## src/rtl/etherneco_synctimer_pkg.sv

```systemverilog
// etherneco_synctimer_pkg
// Definitions shared by the synctimer command builder (master side) and the
// command consumer (slave side): payload field layout, command bit indices
// and the receive-latency cycle-to-time conversion.
package etherneco_synctimer_pkg;

  // Timestamp field: 8 bytes, element 0 is the least significant byte.
  typedef logic [7:0][7:0] t_time_pkt;
  // One node's offset field: 4 bytes, element 0 is the least significant byte.
  typedef logic [3:0][7:0] t_offset_pkt;

  localparam int CMD_POS_CMD    = 0;
  localparam int CMD_POS_TIME   = 1;
  localparam int CMD_POS_OFFSET = 9;
  localparam int OFFSET_STRIDE  = 4;

  localparam int CMD_BIT_CORRECT = 0;
  localparam int CMD_BIT_RENEW   = 1;

  // Converts a cycle count into timer units, truncating toward zero.
  function automatic int cycle_to_time(input int numerator, input int denominator,
                                       input int cycles);
    return (numerator * cycles) / denominator;
  endfunction

endpackage

```

## src/rtl/etherneco_synctimer_cmd_parser.sv

```systemverilog
// etherneco_synctimer_cmd_parser
// Captures the command bits, the master timestamp and this node's offset
// field out of the received payload byte stream.
// Ports:
//   clk, reset           clock, synchronous active-high reset
//   clear                drop all captured fields (new packet start)
//   capture              accept the current payload byte
//   node_id              offset field index for this node
//   length               payload length minus 1
//   pos, data            payload byte index and value
//   cmd_renew/correct    captured command bits
//   timestamp, offset    captured fields (offset zero-extended low bits)
//   length_ok            packet is long enough and node_id is in range
module etherneco_synctimer_cmd_parser
  import etherneco_synctimer_pkg::*;
#(
  parameter int MAX_NODES    = 2,
  parameter int OFFSET_WIDTH = 24
) (
  input  logic                    clk,
  input  logic                    reset,
  input  logic                    clear,
  input  logic                    capture,
  input  logic [7:0]              node_id,
  input  logic [15:0]             length,
  input  logic [15:0]             pos,
  input  logic [7:0]              data,
  output logic                    cmd_renew,
  output logic                    cmd_correct,
  output logic [63:0]             timestamp,
  output logic [OFFSET_WIDTH-1:0] offset,
  output logic                    length_ok
);

  t_time_pkt   time_bytes;
  t_offset_pkt offset_bytes;
  logic [1:0]  cmd_bits;
  logic [15:0] off_base;
  logic [15:0] off_last;

  assign off_base = 16'(CMD_POS_OFFSET) + 16'(OFFSET_STRIDE) * {8'd0, node_id};
  assign off_last = off_base + 16'(OFFSET_STRIDE - 1);

  // The last byte this node needs is the top byte of its own offset field.
  assign length_ok = (length >= off_last) && (int'(node_id) < MAX_NODES);

  always_ff @(posedge clk) begin
    if (reset || clear) begin
      cmd_bits     <= '0;
      time_bytes   <= '0;
      offset_bytes <= '0;
    end else if (capture) begin
      if (pos == 16'(CMD_POS_CMD))
        cmd_bits <= data[1:0];
      if (pos >= 16'(CMD_POS_TIME) && pos < 16'(CMD_POS_TIME + 8))
        time_bytes[3'(pos - 16'(CMD_POS_TIME))] <= data;
      if (pos >= off_base && pos <= off_last)
        offset_bytes[2'(pos - off_base)] <= data;
    end
  end

  assign cmd_renew   = cmd_bits[CMD_BIT_RENEW];
  assign cmd_correct = cmd_bits[CMD_BIT_CORRECT];
  assign timestamp   = time_bytes;
  assign offset      = OFFSET_WIDTH'(offset_bytes);

endmodule

```

## src/rtl/etherneco_synctimer_slave_cmd.sv

```systemverilog
// etherneco_synctimer_slave_cmd
// Slave-side consumer of the synctimer command packet. Computes the
// master-minus-local time error and steers the local timer either with an
// absolute load (renew) or a bounded burst of single-tick adjusts (correct).
// Ports:
//   clk, reset                   clock, synchronous active-high reset
//   node_id, current_time        node index, local timer value
//   cmd_rx_*, cmd_payload_*      packet framing and payload byte stream
//   set_time, set_valid          absolute timer load
//   adjust_sign/valid/ready      single-tick adjust handshake
//   time_error, time_error_valid saturated signed error and update pulse
//   drop_count                   saturating dropped-packet counter
module etherneco_synctimer_slave_cmd
  import etherneco_synctimer_pkg::*;
#(
  parameter int TIMER_WIDTH       = 64,
  parameter int NUMERATOR         = 10,
  parameter int DENOMINATOR       = 3,
  parameter int MAX_NODES         = 2,
  parameter int OFFSET_WIDTH      = 24,
  parameter int ERROR_WIDTH       = 32,
  parameter int RX_LATENCY_CYCLES = 2,
  parameter int ADJUST_MAX        = 16
) (
  input  logic                   clk,
  input  logic                   reset,
  input  logic [7:0]             node_id,
  input  logic [TIMER_WIDTH-1:0] current_time,
  input  logic                   cmd_rx_start,
  input  logic                   cmd_rx_end,
  input  logic                   cmd_rx_error,
  input  logic [15:0]            cmd_rx_length,
  input  logic [15:0]            cmd_payload_pos,
  input  logic [7:0]             cmd_payload_data,
  input  logic                   cmd_payload_valid,
  output logic [TIMER_WIDTH-1:0] set_time,
  output logic                   set_valid,
  output logic                   adjust_sign,
  output logic                   adjust_valid,
  input  logic                   adjust_ready,
  output logic [ERROR_WIDTH-1:0] time_error,
  output logic                   time_error_valid,
  output logic [15:0]            drop_count
);

  localparam int LATENCY_TIME = cycle_to_time(NUMERATOR, DENOMINATOR, RX_LATENCY_CYCLES);
  localparam int CNT_W        = $clog2(ADJUST_MAX + 1);
  localparam logic [TIMER_WIDTH-1:0] ERR_MAX =
    {{(TIMER_WIDTH - ERROR_WIDTH + 1){1'b0}}, {(ERROR_WIDTH - 1){1'b1}}};
  localparam logic [TIMER_WIDTH-1:0] ERR_MIN =
    {{(TIMER_WIDTH - ERROR_WIDTH + 1){1'b1}}, {(ERROR_WIDTH - 1){1'b0}}};

  typedef enum logic [2:0] {
    ST_IDLE, ST_RECV, ST_CALC_SUM, ST_CALC_DIFF, ST_SET, ST_ADJUST
  } t_state;

  t_state state, state_next;

  logic                    cmd_renew, cmd_correct, length_ok;
  logic [63:0]             timestamp;
  logic [OFFSET_WIDTH-1:0] offset;
  logic                    capture_start, do_drop, drop_pkt;
  logic [TIMER_WIDTH-1:0]  local_start, sum, diff;
  logic [ERROR_WIDTH-1:0]  err_sat, err_mag;
  logic [CNT_W-1:0]        adjust_count, adjust_load;

  etherneco_synctimer_cmd_parser #(
    .MAX_NODES    (MAX_NODES),
    .OFFSET_WIDTH (OFFSET_WIDTH)
  ) u_parser (
    .clk         (clk),
    .reset       (reset),
    .clear       (capture_start),
    .capture     (state == ST_RECV && cmd_payload_valid),
    .node_id     (node_id),
    .length      (cmd_rx_length),
    .pos         (cmd_payload_pos),
    .data        (cmd_payload_data),
    .cmd_renew   (cmd_renew),
    .cmd_correct (cmd_correct),
    .timestamp   (timestamp),
    .offset      (offset),
    .length_ok   (length_ok)
  );

  assign drop_pkt = cmd_rx_error || !length_ok || !(cmd_renew || cmd_correct);

  // Error arithmetic: diff wraps at the timer width; saturation preserves sign.
  assign diff = sum - local_start;
  always_comb begin
    if ($signed(diff) > $signed(ERR_MAX))      err_sat = ERR_MAX[ERROR_WIDTH-1:0];
    else if ($signed(diff) < $signed(ERR_MIN)) err_sat = ERR_MIN[ERROR_WIDTH-1:0];
    else                                       err_sat = diff[ERROR_WIDTH-1:0];
  end
  // The negated minimum stays representable as an unsigned magnitude.
  assign err_mag     = err_sat[ERROR_WIDTH-1] ? -err_sat : err_sat;
  assign adjust_load = (err_mag > ERROR_WIDTH'(ADJUST_MAX)) ? CNT_W'(ADJUST_MAX)
                                                            : CNT_W'(err_mag);

  always_ff @(posedge clk) begin
    if (reset) state <= ST_IDLE;
    else       state <= state_next;
  end

  // A start pulse outside IDLE/RECV cannot be served and counts as a drop.
  always_comb begin
    state_next    = state;
    capture_start = 1'b0;
    do_drop       = 1'b0;
    case (state)
      ST_IDLE: begin
        if (cmd_rx_start) begin
          capture_start = 1'b1;
          state_next    = ST_RECV;
        end
      end
      ST_RECV: begin
        if (cmd_rx_start) begin
          capture_start = 1'b1;
        end else if (cmd_rx_end) begin
          if (drop_pkt) begin
            do_drop    = 1'b1;
            state_next = ST_IDLE;
          end else begin
            state_next = ST_CALC_SUM;
          end
        end
      end
      ST_CALC_SUM: begin
        do_drop    = cmd_rx_start;
        state_next = ST_CALC_DIFF;
      end
      ST_CALC_DIFF: begin
        do_drop = cmd_rx_start;
        if (cmd_renew)        state_next = ST_SET;
        else if (diff == '0)  state_next = ST_IDLE;
        else                  state_next = ST_ADJUST;
      end
      ST_SET: begin
        do_drop    = cmd_rx_start;
        state_next = ST_IDLE;
      end
      ST_ADJUST: begin
        do_drop = cmd_rx_start;
        if (adjust_ready && adjust_count == CNT_W'(1)) state_next = ST_IDLE;
      end
      default: state_next = ST_IDLE;
    endcase
  end

  always_ff @(posedge clk) begin
    if (reset) begin
      local_start      <= '0;
      sum              <= '0;
      set_time         <= '0;
      adjust_sign      <= 1'b0;
      adjust_count     <= '0;
      time_error       <= '0;
      time_error_valid <= 1'b0;
      drop_count       <= '0;
    end else begin
      time_error_valid <= 1'b0;
      if (capture_start)
        local_start <= current_time;
      if (do_drop && drop_count != 16'hFFFF)
        drop_count <= drop_count + 16'd1;
      if (state == ST_CALC_SUM)
        sum <= TIMER_WIDTH'(timestamp) + TIMER_WIDTH'(offset) + TIMER_WIDTH'(LATENCY_TIME);
      if (state == ST_CALC_DIFF) begin
        time_error       <= err_sat;
        time_error_valid <= 1'b1;
        if (cmd_renew) begin
          set_time <= current_time + diff;
        end else begin
          adjust_count <= adjust_load;
          adjust_sign  <= diff[TIMER_WIDTH-1];
        end
      end
      if (state == ST_ADJUST && adjust_ready)
        adjust_count <= adjust_count - CNT_W'(1);
    end
  end

  assign set_valid    = (state == ST_SET);
  assign adjust_valid = (state == ST_ADJUST);

endmodule

```

## config.mk

```make
export PLATFORM = sky130hd
export DESIGN_NAME = etherneco_synctimer_slave_cmd
export DESIGN_NICKNAME = d
export VERILOG_FILES = /design/src/rtl/etherneco_synctimer_pkg.sv /design/src/rtl/etherneco_synctimer_cmd_parser.sv /design/src/rtl/etherneco_synctimer_slave_cmd.sv
export SDC_FILE = /design/constraint.sdc
export NUM_CORES = 1
export LEC_CHECK = 0
export CORE_UTILIZATION = 55
export DETAILED_ROUTE_END_ITERATION = 7
export PLACE_DENSITY_LB_ADDON = 0.3
export SYNTH_ARGS = -nofsm -noshare
export SYNTH_HDL_FRONTEND = slang
export SYNTH_HIERARCHICAL = 1
export SYNTH_SLANG_ARGS = --single-unit
```

## constraint.sdc

```tcl
create_clock -name clk -period 19 [get_ports clk]
set_clock_uncertainty 0.2 [all_clocks]
set_input_delay 3.8 -clock clk [delete_from_list [all_inputs] [get_ports clk]]
set_output_delay 3.8 -clock clk [all_outputs]
set_load 0.05 [all_outputs]
```

* Word level (Yosys, flattened, before mapping)
Cells that the tools add are included.
** Word-level totals
- Input port bits :: 119
- Word-level logic and storage cells :: 115
- Register bits after elaboration :: 348
** Operators by class
- Eq/ne operators :: 12
- Mux-type cells :: 28
- Add/sub/neg operators :: 11
- Bitwise logic cells :: 1
- Reductions and logical operators :: 28
- Order comparisons :: 13
** Operator list (number)
- 32-bit 2-to-1 mux :: 3
- 64-bit by 24-bit adder with 64-bit output :: 1
- 64-bit by 3-bit adder with 64-bit output (second input constant) :: 1
- 64-bit adder :: 1
- 64-bit bitwise mux :: 1
- 64-bit by 32-bit > comparator with 1-bit output (second input constant) :: 1
- 64-bit zero test :: 1
- 64-bit by 32-bit < comparator with 1-bit output (second input constant) :: 1
- 64-bit subtractor :: 1
- 32-bit bitwise mux :: 1
- 32-bit by 5-bit > comparator with 1-bit output (second input constant) :: 1
- 32-bit negation :: 1
- 8-bit demux with 3-bit select :: 1
- 5-bit 2-to-1 mux :: 4
- 3-bit 2-to-1 mux :: 6
- 16-bit by 1-bit adder with 16-bit output (second input constant) :: 1
- 8-bit demux with 2-bit select :: 1
- 16-bit by 1-bit greater-or-equal comparator with 1-bit output (second input constant) :: 1
- 16-bit by 11-bit greater-or-equal comparator with 1-bit output :: 1
- 16-bit greater-or-equal comparator :: 1
- 16-bit less-or-equal comparator :: 1
- 16-bit zero test :: 1
- 16-bit by 4-bit < comparator with 1-bit output (second input constant) :: 1
- 8-bit 2-to-1 mux :: 2
- other kinds (31) :: 58

* Logic depth before layout (Yosys ltp)
Gate-level depths: netlist of the first run.
- Depth in word-level cells :: 12
- Gate-level depth with buffers :: 34

* Cells and area by module
Netlist of the first run, hierarchy kept.
** Modules (own cells, without submodules)
- etherneco_synctimer_slave_cmd :: area each 21057.7 µm², times used 1, cells an instance 2933
- etherneco_synctimer_cmd_parser :: area each 4381.7 µm², times used 1, cells an instance 458

* Worst setup path after synthesis of the first run
OpenSTA, ideal clock, no wires.
- Kind :: input to register
- Start point :: input port current_time[0]
- End point :: register set_time[60]
- Buffers on the path :: 0
- Stages :: 18
- Setup slack :: 10.893 ns
- Arrival time :: 7.837 ns
- Setup time :: 0.070 ns
- Cell sequence :: ha_1 fa_1 a21o_1 a21oi_1 o21ai_0 a31oi_1 o31a_1 o21ai_0 a221oi_1 o31ai_1 a2111oi_0 o31ai_1 a41o_1 a22oi_1 nor2b_1 xnor2_1 nand2_1 a21oi_1
** On the way
- Longest elaborated chain between the ends :: 1
** RTL lines
- from (decl) :: line etherneco_synctimer_slave_cmd.sv:28 : input logic [TIMER_WIDTH-1:0] current_time,
- 64-bit adder :: line etherneco_synctimer_slave_cmd.sv:173 : set_time <= current_time + diff;
- to (signal assigned) :: line etherneco_synctimer_slave_cmd.sv:173
- to (decl) :: line etherneco_synctimer_slave_cmd.sv:36 : output logic [TIMER_WIDTH-1:0] set_time,
No other way between the ends.
A chain may end at the register's enable or synchronous reset.

* Worst setup path after layout of the first run
- Start point :: register sum[0]
- End point :: register adjust_count[1]
** On the way
- Longest elaborated chain between the ends :: 11
** RTL lines
- from (decl) :: line etherneco_synctimer_slave_cmd.sv:63 : logic [TIMER_WIDTH-1:0] local_start, sum, diff;
- from (signal assigned) :: line etherneco_synctimer_slave_cmd.sv:168 : sum <= TIMER_WIDTH'(timestamp) + TIMER_WIDTH'(offset) + TIMER_WIDTH'(LATENCY_TIME);
- 64-bit subtractor * :: line etherneco_synctimer_slave_cmd.sv:89 : assign diff = sum - local_start;
- 64-bit by 32-bit < comparator with 1-bit output :: line etherneco_synctimer_slave_cmd.sv:92 : else if ($signed(diff) < $signed(ERR_MIN)) err_sat = ERR_MIN[ERROR_WIDTH-1:0];
- 32-bit 2-to-1 mux :: line etherneco_synctimer_slave_cmd.sv:92
- 32-bit 2-to-1 mux * :: line etherneco_synctimer_slave_cmd.sv:91 : if ($signed(diff) > $signed(ERR_MAX)) err_sat = ERR_MAX[ERROR_WIDTH-1:0];
- 32-bit negation :: line etherneco_synctimer_slave_cmd.sv:96 : assign err_mag = err_sat[ERROR_WIDTH-1] ? -err_sat : err_sat;
- 32-bit 2-to-1 mux * :: line etherneco_synctimer_slave_cmd.sv:96
- 32-bit by 5-bit > comparator with 1-bit output :: line etherneco_synctimer_slave_cmd.sv:97 : assign adjust_load = (err_mag > ERROR_WIDTH'(ADJUST_MAX)) ? CNT_W'(ADJUST_MAX)
- 5-bit 2-to-1 mux * :: line etherneco_synctimer_slave_cmd.sv:97
- 5-bit 2-to-1 mux * :: line etherneco_synctimer_slave_cmd.sv:172 : if (cmd_renew) begin
- 5-bit 2-to-1 mux * :: line etherneco_synctimer_slave_cmd.sv:169 : if (state == ST_CALC_DIFF) begin
- 5-bit 2-to-1 mux * :: line etherneco_synctimer_slave_cmd.sv:179 : if (state == ST_ADJUST && adjust_ready)
- to (signal assigned) :: line etherneco_synctimer_slave_cmd.sv:175 : adjust_count <= adjust_load;
- to (signal assigned) :: line etherneco_synctimer_slave_cmd.sv:180 : adjust_count <= adjust_count - CNT_W'(1);
- to (decl) :: line etherneco_synctimer_slave_cmd.sv:65 : logic [CNT_W-1:0] adjust_count, adjust_load;
Mark *: on every way between the ends. The rest lies on a longest branch, timed or not. The select of a mux whose other input is x is not followed.

==> results.txt, run 1 <==
----------------------------------------------------
[Outcome]
  Status ... finished, final reports clean

[Global route]
  Wire length of the first global-routing pass ... 138.3 mm
  Global Route Usage Sum ... 37.07%
  Number of antenna violations at the first check in global routing ... 2
  Via count of the first global-routing pass ... 25042
  Final global-route overflow total ... 0
  Pin count of the biggest net entering global routing ... 99

[Timing]
  Setup-failing EPs final ... 0
  Pins over their slew limit ... 0
  Total Neg Setup Slack ... 0 ns
  Post-layout minimum cycle time ... 9.968 ns
  Actual slew at the worst max-slew pin ... 1.268 ns
  Unrepaired setup endpoints after global routing ... no
  Max-Slew Margin vs Limit ... 15.45%
  Final worst path period share ... 52.46%
  Final number of hold-violating endpoints ... 0
  Max Clk Rate ... 100.3 MHz

[Die]
  Area of the core ... 45480 sq um
  Die height ... 217.1 microns
  Ports placed on the boundary ... 235
  Effective utilization at floorplan ... 55.94%
  DIE AREA ... 47120 sq um
  Num rows ... 78
  Horiz. Die Dim ... 217.1 microns

[Synth]
  Syn Std Cell Area ... 25440 sq um
  Portion of the post-synthesis area used by sequential elements ... 26.76%
  Library cells used by synthesis ... 100
  Number of flip-flops and latches in the synthesized netlist ... 340
  Top_reg_cell synth ... sky130_fd_sc_hd__dfxtp_1
  Number of enable-type register cells in the synthesized netlist ... 0
  Synth async-reset ratio ... 0%
  Mapped Cells ... 3391
  Ys Warns ... 6
  Per-instance average area after synthesis ... 7.502 sq um

[Power]
  Power density relative to cell area ... 67.41 nW/um^2
  P_leak ... 0.01204 uW
  Worst supply voltage drop on vdd ... 0.08806 mV

[Run]
  Number of max-cap violations ... 0

[CTS]
  Clk pin slew, worst setup/hold paths ... 0.06 ns
  Number of levels in the clock H-tree ... 2
  Count of cells resized by post-cts repair ... 0
  Clock sink count ... 340
  Number of setup buffers added after CTS ... 0
  CTS Buffer Depth ... 3
  Number of buffers inserted by hold repair at cts ... 0
  TritonCTS clock tree ... yes
  Worst-skew pair later-pin latency ... 0.58 ns
  Number of CTS-inserted buffers ... 39
  Root Buffer ... sky130_fd_sc_hd__clkbuf_16

[Critical path]
  Kind of cell adding the most delay to the critical path ... simple AND/OR/NAND/NOR gates
  Critical-path cell with the highest stage delay ... sky130_fd_sc_hd__nand2_1
  Worst EP required ... 19.30 ns
  Critical setup path kind ... reg -> reg
  Slowest stage delay, CP ... 0.91 ns
  Critical path's most frequent cell ... sky130_fd_sc_hd__nand2_1
  Crit path buffers/inverters ... 3
  Arrival time at the worst endpoint ... 10.27 ns
  R2R cell count ... 32
  Type of destination of the critical path ... flop
  Critical path startpoint category ... flop
  Crit Path Max Fanout ... 30
  Stages on worst setup path ... 32

[Layout]
  Final instance area ... 29480 sq um
  NumNets Final ... 3881
  Most common cell after layout, fill and taps aside ... sky130_fd_sc_hd__nand2_1
  Area growth, synth to finish ... 15.89%
  Count of fill cells added during filler insertion ... 3959
  Commonest non-fill, non-tap cells in the layout ... sky130_fd_sc_hd__nand2_1 (492), sky130_fd_sc_hd__a21oi_1 (395), sky130_fd_sc_hd__dfxtp_1 (340), sky130_fd_sc_hd__nor2_1 (312), sky130_fd_sc_hd__clkdlybuf4s50_1 (231)
  Number of non-filler instances in the completed layout ... 4175
  Fraction of final layout cells sized beyond drive strength 1 ... 4.813%

[Routing]
  Router iterations before antenna repair ... 6
  Vias post-DR ... 26485
  Starting DRC count in detailed routing ... 2959
  DR WL/cell ... 21.64 microns
  Post-DR vias/cell ... 6.344
  Drt total wl ... 90.34 mm
  Number of antenna-violating nets in the routed design ... 0
  Number of DRC violations after detailed routing ... 0

[Hold path]
  Path category of the worst min-delay check ... reg -> reg
  Worst hold stages ... 2

[Placement]
  DP HPWL ... 69.81 mm
  # port buffers ... 232
  GPL Wtd Cong ... 0.9968
  Placed cells ... 4105
  Area post-placement ... 28180 sq um

----------------------------------------------------
## sequential cells by signal, indices dropped and copies added (netlist names), 3 cells and up
| register | count |
|---|---|
| u_parser/offset | 24 |
| sum | 64 |
| state | 3 |
| set_time | 64 |
| adjust_count | 5 |
| time_error | 32 |
| u_parser/timestamp | 64 |
| local_start | 64 |
| drop_count | 16 |
## logic make-up (layout without fill, tap and decap cells)
| logic type | count (synthesis) | count (layout) | share of synthesized area [%] |
|---|---|---|---|
| and+or+nand+nor | 1310 | 1310 | 24.65 |
| DFF | 340 | 340 | 26.76 |
| xor gates and xnor gates | 178 | 178 | 6.128 |
| other | 1 | 3 | 0.01474 |
| adders and majority gates | 216 | 216 | 10.71 |
| buffers and inverters | 299 | 481 | 4.638 |
| AOI/OAI and AO/OA | 943 | 943 | 23.00 |
| muxes | 104 | 104 | 4.102 |
## per-layer routing
layer | part of all wire [%] | GRT usage [%] | up-vias
li1 | - | - | 12447
met1 | 44 | 50.41 | 12495
met2 | 45 | 60.20 | 1334
met3 | 8.3 | 5.031 | 209
met4 | 3.1 | 12.30 | 0
met5 | 0 | 0 | -
## cell type report
cell class              instances  area [sq um]  area share, %
flip-flops and latches        340          6807          23.09
clock inverters                18         221.5         0.7512
repair buffers                271          2616          8.874
clock buffers                  51          1081          3.667
multi-input cells            2753         17470          59.27
inverters                     141         529.3          1.795
well taps                     600         750.7          2.546
diodes                          1         2.502       0.008488
## report_power, final
group / switching [uW] / internal, uW
combinational: 305 / 181
sequential: 5.45 / 721
clock: 317 / 458
total: 627 / 1360
## worst paths after layout
| kind | slack (ns) | start | endpoint |
|---|---|---|---|
| hold / removal | 0.25 | set_time[15]$_SDFFE_PP0P_ | set_time[15]$_SDFFE_PP0P_ |
| hold reg to reg | 0.25 | set_time[15]$_SDFFE_PP0P_ | set_time[15]$_SDFFE_PP0P_ |
| setup reg to reg | 9.03 | sum[0]$_SDFFE_PP0P_ | adjust_count[1]$_SDFFE_PP0P_ |
| setup / recovery | 9.03 | sum[0]$_SDFFE_PP0P_ | adjust_count[1]$_SDFFE_PP0P_ |
## stage by stage
| stage | utilization (%) | hold WS, ns | setup WS (ns) | total power, uW |
|---|---|---|---|---|
| 2_1_floorplan | - | 0.2347 | 10.89 | 1060 |
| 3_3_place_gp | 61.96 | 0.2390 | 9.197 | 1201 |
| 3_5_place_dp | 61.96 | 0.2446 | 9.114 | 1210 |
| 4_1_cts | 64.82 | 0.2512 | 9.268 | 1974 |
| 5_1_grt | 64.82 | 0.2697 | 8.592 | 2055 |
| 6_report | 64.83 | 0.2501 | 9.032 | 1987 |
## worst reg2reg max path: cells and delay by family, from the launching register on
family	cells	cell delay, ns
DFF	1	0.32
xor gates and xnor gates	1	0.58
AOI/OAI and AO/OA	10	3.03
and+or+nand+nor	14	4.34
muxes	1	0.13
adders and majority gates	3	0.99
buffers and inverters	3	0.34
## cell usage after synthesis (all sizes together) (27+ instances only)
cell / count / area [sq um]
a21oi: 395 / 1977
dfxtp: 340 / 6807
nand2b: 29 / 181.4
and2: 34 / 212.7
ha: 213 / 2665
a211oi: 30 / 225.2
mux2i: 102 / 1021
nand2: 493 / 1851
nor3: 77 / 417.9
xnor2: 111 / 972.2
xor2: 67 / 586.8
o211ai: 28 / 215.2
o21a: 31 / 232.7
nand4: 61 / 394.1
nand3: 90 / 475.5
nor4: 37 / 244.0
nor2: 315 / 1190
inv: 141 / 529.3
a31oi: 27 / 168.9
clkbuf: 117 / 440.4
o21ai: 189 / 953.4
a21o: 76 / 570.6
buf: 41 / 210.2
(Power assumes the default switching activity.)
==> run 2: changes to the inputs <==
- clock period: 19 -> 10.25 ns (I/O delays scaled with it)
==> run 2 against run 1 <==
Effect of this change:
- global-route usage shrank 0.84 points
- die area stayed put
- first-iteration DRC count is 8.3% lower
- maximum frequency is 8.3% higher
- wire length shrank 3.3%
- via count is 0.80% lower
- sequential share of layout area about the same
- largest power group unchanged
- highest routed layer unchanged
==> results.txt, run 2 (synthesized netlist as in run 1, its figures left out) <==
----------------------------------------------------
[Outcome]
  Status ... finished, final reports clean

[Timing]
  Worst hold slack after final layout ... 0.2481 ns
  Worst setup slack after layout ... 1.047 ns
  Max Clk Rate ... 108.7 MHz
  Setup-failing EPs final ... 0
  Unrepaired setup endpoints after global routing ... no
  Total Neg Setup Slack ... 0 ns
  Pins over their slew limit ... 0
  Post-layout minimum cycle time ... 9.203 ns
  Max-Slew Margin vs Limit ... 25.23%
  Actual slew at the worst max-slew pin ... 1.118 ns
  Final worst path period share ... 89.79%
  Final number of hold-violating endpoints ... 0

[Routing]
  Drt total wl ... 87.39 mm
  Router iterations before antenna repair ... 8
  DR WL/cell ... 20.91 microns
  Number of DRC violations after detailed routing ... 0
  Post-DR vias/cell ... 6.287
  Starting DRC count in detailed routing ... 2714
  Number of antenna-violating nets in the routed design ... 0
  Vias post-DR ... 26274

[Critical path]
  Arrival time at the worst endpoint ... 9.48 ns
  Slowest stage delay, CP ... 0.60 ns
  RR Endpoint ... adjust_count[1]$_SDFFE_PP0P_
  Critical-path cell with the highest stage delay ... sky130_fd_sc_hd__or4_1
  R2R cell count ... 31
  Crit Path Max Fanout ... 14
  Reg-to-reg setup timing slack ... 1.05 ns
  Type of destination of the critical path ... flop
  Worst EP required ... 10.53 ns
  Crit path capture ... adjust_count[1]$_SDFFE_PP0P_
  Critical path's most frequent cell ... sky130_fd_sc_hd__nand2_1
  Critical path startpoint category ... flop
  Launching instance or port of the critical path ... sum[0]$_SDFFE_PP0P_
  Critical register-to-register path startpoint ... sum[0]$_SDFFE_PP0P_
  Critical setup path kind ... reg -> reg

[CTS]
  Count of cells resized by post-cts repair ... 0
  Root Buffer ... sky130_fd_sc_hd__clkbuf_16
  Number of levels in the clock H-tree ... 2
  CTS Buffer Depth ... 3
  TritonCTS clock tree ... yes
  Worst-skew pair later-pin latency ... 0.56 ns
  Number of CTS-inserted buffers ... 39
  Clk pin slew, worst setup/hold paths ... 0.06 ns
  Number of buffers inserted by hold repair at cts ... 0
  Clock sink count ... 340
  Number of setup buffers added after CTS ... 0

[Layout]
  Most common cell after layout, fill and taps aside ... sky130_fd_sc_hd__nand2_1
  Combined flip-flop and latch cell area ... 6807 sq um
  Commonest non-fill, non-tap cells in the layout ... sky130_fd_sc_hd__nand2_1 (492), sky130_fd_sc_hd__a21oi_1 (395), sky130_fd_sc_hd__dfxtp_1 (340), sky130_fd_sc_hd__nor2_1 (312), sky130_fd_sc_hd__clkdlybuf4s50_1 (231)
  Count of fill cells added during filler insertion ... 3959
  Fraction of final layout cells sized beyond drive strength 1 ... 4.807%
  Area growth, synth to finish ... 15.92%
  Number of non-filler instances in the completed layout ... 4179
  Final standard cell utilization of the core ... 64.84%
  Footprint of the multi-input gates ... 17470 sq um
  NumNets Final ... 3885

[Global route]
  Number of antenna violations at the first check in global routing ... 3
  Pin count of the biggest net entering global routing ... 99
  Final global-route overflow total ... 0
  Via count of the first global-routing pass ... 24805
  Wire length of the first global-routing pass ... 136.0 mm
  Global Route Usage Sum ... 36.23%

[Die]
  Die height ... 217.1 microns
  Horiz. Die Dim ... 217.1 microns
  Area of the core ... 45480 sq um
  Ports placed on the boundary ... 235
  Num rows ... 78
  DIE AREA ... 47120 sq um
  Effective utilization at floorplan ... 55.94%

[Power]
  Worst supply voltage drop on vdd ... 0.1759 mV
  Power density relative to cell area ... 123.9 nW/um^2
  P_leak ... 0.01204 uW

[Placement]
  GPL Wtd Cong ... 1.002
  DP HPWL ... 68.24 mm
  # port buffers ... 232
  Pre-CTS setup slack ... 1.276 ns
  Placed cells ... 4109

[Run]
  Number of max-cap violations ... 0

[Hold path]
  Path category of the worst min-delay check ... reg -> reg

----------------------------------------------------
run 2: cell types whose count changed in the layout (fill, tap and decap cells not counted), sizes merged:
cell / delta
clkbuf: +5
buf: +4
clkinv: -4
bufinv: -1
clkinvlp: +1
inv: -1
run 2: worst min path at each step:
stage / start / end / slack, ns / cells past startpoint
2_1_floorplan: u_parser/offset[1]$_SDFFE_PP0P_ / u_parser/offset[1]$_SDFFE_PP0P_ / 0.23 / 2
3_3_place_gp: set_time[19]$_SDFFE_PP0P_ / set_time[19]$_SDFFE_PP0P_ / 0.24 / 2
3_5_place_dp: set_time[56]$_SDFFE_PP0P_ / set_time[56]$_SDFFE_PP0P_ / 0.24 / 2
4_1_cts: set_time[60]$_SDFFE_PP0P_ / set_time[60]$_SDFFE_PP0P_ / 0.25 / 2
5_1_grt: local_start[48]$_SDFFE_PP0P_ / local_start[48]$_SDFFE_PP0P_ / 0.27 / 2
6_report: set_time[45]$_SDFFE_PP0P_ / set_time[45]$_SDFFE_PP0P_ / 0.25 / 2
run 2: where the power goes:
part           total (uW)  switching [uW]  internal, uW
clock                1410             572           840
combinational         898             561           337
sequential           1340            9.09          1340
run 2: per-layer routing:
metal	share of wire, %	up-vias	global-route usage [%]
li1	-	12427	-
met1	44	12454	49.79
met2	44	1214	57.51
met3	8.9	179	5.814
met4	3.2	0	12.00
met5	0	-	0
run 2: layout make-up:
cell class / instances / area share [%]
Antenna cell: 1 / 0.008486
Clock buffer: 56 / 3.797
Clock inverter: 13 / 0.5643
Tap cell: 600 / 2.546
Multi-Input combinational cell: 2753 / 59.23
Inverter: 141 / 1.795
Sequential cell: 340 / 23.08
Timing Repair Buffer: 275 / 8.974
run 2: worst max-delay path: cells and delay by family (launching register included):
family | cells | cell delay (ns)
fa+ha+maj | 3 | 0.93
compound gates | 10 | 2.83
xor+xnor | 1 | 0.54
simple gates | 14 | 4.02
buf+inv | 2 | 0.13
mux | 1 | 0.13
flops | 1 | 0.31
run 2: stage by stage:
stage / power, uW / instance area (sq um)
after global placement: 2225 / 28200
after CTS: 3641 / 29490
after global routing: 3799 / 29490
after detailed placement: 2244 / 28200
after floorplan: 1965 / 25440
final: 3655 / 29490
